==> src/rtl/time_of_day_counter_param.sv <==
// 24-hour hh:mm time-of-day counter.
// A prescaler divides the clock down to one-minute steps. Several preset
// sources can load the time; the lowest-index requesting source wins. An
// alarm comparator and single-cycle status pulses accompany each counted
// advance.
module time_of_day_counter_param #(
  parameter int TICKS_PER_MIN = 64,
  parameter int NUM_LOAD      = 2
) (
  input  logic                    clock,
  input  logic                    reset,
  input  logic                    enable,
  input  logic [NUM_LOAD-1:0]     load,
  input  logic [5*NUM_LOAD-1:0]   load_ore,
  input  logic [6*NUM_LOAD-1:0]   load_minute,
  input  logic                    alarm_en,
  input  logic [4:0]              alarm_ore,
  input  logic [5:0]              alarm_minute,
  output logic [4:0]              out_ore,
  output logic [5:0]              out_minute,
  output logic                    minute_tick,
  output logic                    day_wrap,
  output logic                    alarm_hit,
  output logic                    load_err
);

  localparam int PW = (TICKS_PER_MIN > 1) ? $clog2(TICKS_PER_MIN) : 1;
  localparam logic [PW-1:0] PRESC_MAX = PW'(TICKS_PER_MIN - 1);

  logic [PW-1:0] presc;

  // Selected preset source
  logic       load_any;
  logic [4:0] sel_ore;
  logic [5:0] sel_minute;
  logic       sel_valid;

  // Time one minute ahead of the current value
  logic [4:0] nxt_ore;
  logic [5:0] nxt_minute;
  logic       nxt_wrap;

  logic       alarm_valid;
  logic       alarm_match;
  logic       presc_last;

  // Pick the lowest-index requesting source; scanning downward lets the
  // lowest index overwrite any higher one.
  always_comb begin
    load_any   = 1'b0;
    sel_ore    = 5'd0;
    sel_minute = 6'd0;
    for (int i = NUM_LOAD - 1; i >= 0; i--) begin
      if (load[i]) begin
        load_any   = 1'b1;
        sel_ore    = load_ore[5*i +: 5];
        sel_minute = load_minute[6*i +: 6];
      end
    end
    sel_valid = (sel_ore <= 5'd23) && (sel_minute <= 6'd59);
  end

  // Next-minute arithmetic with hour carry and midnight rollover.
  always_comb begin
    nxt_ore    = out_ore;
    nxt_minute = out_minute + 6'd1;
    nxt_wrap   = 1'b0;
    if (out_minute == 6'd59) begin
      nxt_minute = 6'd0;
      if (out_ore == 5'd23) begin
        nxt_ore  = 5'd0;
        nxt_wrap = 1'b1;
      end else begin
        nxt_ore = out_ore + 5'd1;
      end
    end
  end

  // Alarm compare against the time about to appear; an out-of-range alarm
  // setting can never equal a legal time, the explicit check keeps intent clear.
  always_comb begin
    alarm_valid = (alarm_ore <= 5'd23) && (alarm_minute <= 6'd59);
    alarm_match = alarm_en && alarm_valid &&
                  (nxt_ore == alarm_ore) && (nxt_minute == alarm_minute);
    presc_last  = (presc == PRESC_MAX);
  end

  // Time, prescaler and pulse registers: reset > load > count > hold.
  always_ff @(posedge clock) begin
    if (reset) begin
      out_ore     <= 5'd0;
      out_minute  <= 6'd0;
      presc       <= '0;
      minute_tick <= 1'b0;
      day_wrap    <= 1'b0;
      alarm_hit   <= 1'b0;
      load_err    <= 1'b0;
    end else begin
      minute_tick <= 1'b0;
      day_wrap    <= 1'b0;
      alarm_hit   <= 1'b0;
      load_err    <= 1'b0;
      if (load_any) begin
        if (sel_valid) begin
          out_ore    <= sel_ore;
          out_minute <= sel_minute;
          presc      <= '0;
        end else begin
          // Rejected load: time holds, prescaler keeps its normal cadence.
          load_err <= 1'b1;
          if (enable) begin
            presc <= presc_last ? '0 : presc + 1'b1;
          end
        end
      end else if (enable) begin
        if (presc_last) begin
          presc       <= '0;
          out_ore     <= nxt_ore;
          out_minute  <= nxt_minute;
          minute_tick <= 1'b1;
          day_wrap    <= nxt_wrap;
          alarm_hit   <= alarm_match;
        end else begin
          presc <= presc + 1'b1;
        end
      end
    end
  end

endmodule

==> config.mk <==
export PLATFORM = sky130hd
export DESIGN_NAME = time_of_day_counter_param
export DESIGN_NICKNAME = d
export VERILOG_FILES = /design/src/rtl/time_of_day_counter_param.sv
export SDC_FILE = /design/constraint.sdc
export NUM_CORES = 1
export LEC_CHECK = 0
export BUFFER_PORTS_ARGS = -buffer_cell sky130_fd_sc_hd__buf_2
export CAP_MARGIN = 5
export CORE_MARGIN = 2
export CORE_UTILIZATION = 50
export CTS_CLUSTER_SIZE = 16
export DETAILED_ROUTE_END_ITERATION = 10
export PLACE_DENSITY_LB_ADDON = 0.2
export SLEW_MARGIN = 20
export SYNTH_ARGS = -nofsm -noshare
export SYNTH_HDL_FRONTEND = slang
export SYNTH_SLANG_ARGS = --single-unit
==> constraint.sdc <==
create_clock -name clock -period 2.22 [get_ports clock]
set_input_delay 0.111 -clock clock [delete_from_list [all_inputs] [get_ports clock]]
set_output_delay 0.111 -clock clock [all_outputs]
set_load 0.02 [all_outputs]
==> out/results.txt <==
pin count of the biggest net entering global routing - 18
IO Pins - 54
All-Layer GR Usage - 23.32%
clk sinks - 21
# setup viols final - 0
min Tclk post-route - 2.044 ns
residual DRC count - 0
Mapped Cells - 197
status - complete, no violations
final core occ - 62.17%
Setup Total Neg Slack - 0 ns
H-Tree Level Count - 1
GRT overflow - 0
number of flops mapped to enable cells by yosys - 0
worst-case reg-to-reg path depth - 7
CP startpoint kind - flop
num rows - 20
clock latency on the worst-skew pair - 0.31 ns
synth warn - 0
TritonCTS clock tree - yes
Starting Density - 51.33%
Fmax - 489.3 MHz
die height - 59.53 µm
clock skew - 0.006589 ns
Distinct cells, synth - 47
routed via count - 1628
commonest non-fill, non-tap cell in the layout - buf_2
total of fill cells in the finished design - 295
Reg clk slew, reported paths - 0.13 ns
first-pass iteration count of the detailed router - 4
area delta synth->final - 21.10%
Hold Buf Count CTS - 0
Seq/Total Area, Yosys - 27.27%
DR iter-0 viols - 77
worst reg2reg setup slack - 0.18 ns
Hold Path Class - input pin to flop
Detail Route Antenna Nets - 0
most frequent cells in the layout - buf_2 (53), dfxtp_1 (21), nor2_1 (20), nand2_1 (20), nor3_1 (14)
vias in the first global route - 1311
register bit total from synthesis - 21
Post-Syn Nets - 239
Placeable Area - 0.003003 mm²
Final nets - 292
Worst EP arrival - 2.31 ns
DP Worst Slack - 0.1674 ns
Max Cap Viol - 0
root buffer cell - clkbuf_4
synthesized area - 0.001541 mm²
Num CTS Buffers - 3
Slew Limit Fails - 0
worst ir drop on vdd - 0.3936 mV
first-pass GRT wire length - 6244 µm
post-cts sizing count - 0
Final period util - 92.05%
Setup WS post-layout - 0.1764 ns
layout cells sized above 1 - 29.72%
Worst Setup End Kind - flop
Crit Path Max Fanout - 11
WP data required - 2.48 ns
Longest Clk Path Bufs - 2
IO Port Bufs - 53
PD cells - 496.6 mW/mm²
syn_area_per_cell - 7.825 µm²
Final Hold Fails - 0
Total Wirelength - 4014 µm
Hold Crit Depth - 3
WL per Instance - 14.23 µm
HPWL after DPL - 3104 µm
critical path type - flop to flop
ant diodes - 0
Top FF cell, synth - dfxtp_1
Rel. slew slack - 59.32%
Die X - 59.53 µm
worst-margin pin slew - 0.6079 ns
via density per instance - 5.773
initial antenna violation count - 0
postcts setup bufs - 0
die area - 0.003543 mm²
Async SR Flop Fraction - 0%
GPL Wtd Cong - 0.8724
leakage power - 0.7975 nW
RSZ-0062 raised after global routing - no
==> power by group <==
part / internal (mW) / switching [mW] / leakage, nW
logic: 0.131 / 0.165 / 0.608
clock network: 0.0674 / 0.129 / 0.0177
registers: 0.399 / 0.0358 / 0.172
==> cell type report <==
class / instances / area, µm² / share of cell area [%]
inverters: 2 / 7.507 / 0.4021
clock buffers: 3 / 22.52 / 1.206
multi-input cells: 162 / 1052 / 56.37
clock inverters: 1 / 5.005 / 0.2681
well taps: 33 / 41.29 / 2.212
repair buffers: 60 / 317.8 / 17.02
flip-flops and latches: 21 / 420.4 / 22.52
==> state kept, by name, indices dropped and copies added, names as in the netlist <==
| register | flops |
|---|---|
| minute_tick | 1 |
| day_wrap | 1 |
| out_minute | 6 |
| out_ore | 5 |
| load_err | 1 |
| alarm_hit | 1 |
| presc | 6 |
==> metal layers <==
metal	global-route usage, %	up-vias	wire length, µm
met2	35.16	47	1847
met4	3.492	0	0
met1	34.49	748	1953
met3	5.459	0	213
li1	-	833	-
met5	0	-	0
==> path summary, 6_finish.rpt <==
path / start / to
worst max-delay path: out_minute[1] / alarm_hit
worst min-delay path: enable / presc[0]
worst max register to register: out_minute[1] / alarm_hit
worst min register to register: out_minute[1] / out_minute[1]
==> cell usage after synthesis, drive strengths merged (3+ instances only) <==
cell / instances / area, µm²
a21oi: 13 / 65.06
nand4: 5 / 31.28
nand3: 7 / 40.04
ha: 3 / 37.54
nand2: 20 / 75.07
nor3: 14 / 70.07
nor2: 20 / 75.07
o211ai: 3 / 22.52
o21ai: 9 / 45.04
clkbuf: 5 / 18.77
o31ai: 3 / 22.52
mux2i: 8 / 87.59
xnor2: 8 / 70.07
a211oi: 9 / 67.56
dfxtp: 21 / 420.4
xor2: 5 / 43.79
buf: 7 / 51.30
nand2b: 6 / 37.54
and4b: 3 / 33.78
and3: 3 / 18.77
==> metrics by stage <==
stage | total power [mW] | hold slack, ns | std cells | instance area, µm²
global route | 0.9883 | 0.1169 | 282 | 1867
finish | 0.9270 | 0.1215 | 282 | 1867
global placement | 0.7309 | 0.4420 | 278 | 1831
detailed placement | 0.7321 | 0.4633 | 278 | 1831
CTS | 0.9273 | 0.1182 | 282 | 1858
floorplan | 0.6283 | 0.2586 | 197 | 1541
==> critical path, cell delays in order (launching register included) <==
cell,delay [ns]
dfxtp_1,0.41
ha_2,0.25
and4b_4,0.28
and2_4,0.23
mux2i_2,0.27
xnor2_1,0.11
nor4b_2,0.26
and4_1,0.20
==> cell families (layout without fill, tap and decap cells) <==
logic type	after synthesis	in the layout	share of synthesized area [%]
buffers and inverters	14	66	5.032
DFF	21	21	27.27
xor gates and xnor gates	13	13	7.386
AOI/OAI and AO/OA	48	48	21.51
and+or+nand+nor	90	90	30.68
adders and majority gates	3	3	2.435
muxes	8	8	5.682
No activity file was read; power rests on OpenSTA's default activity.
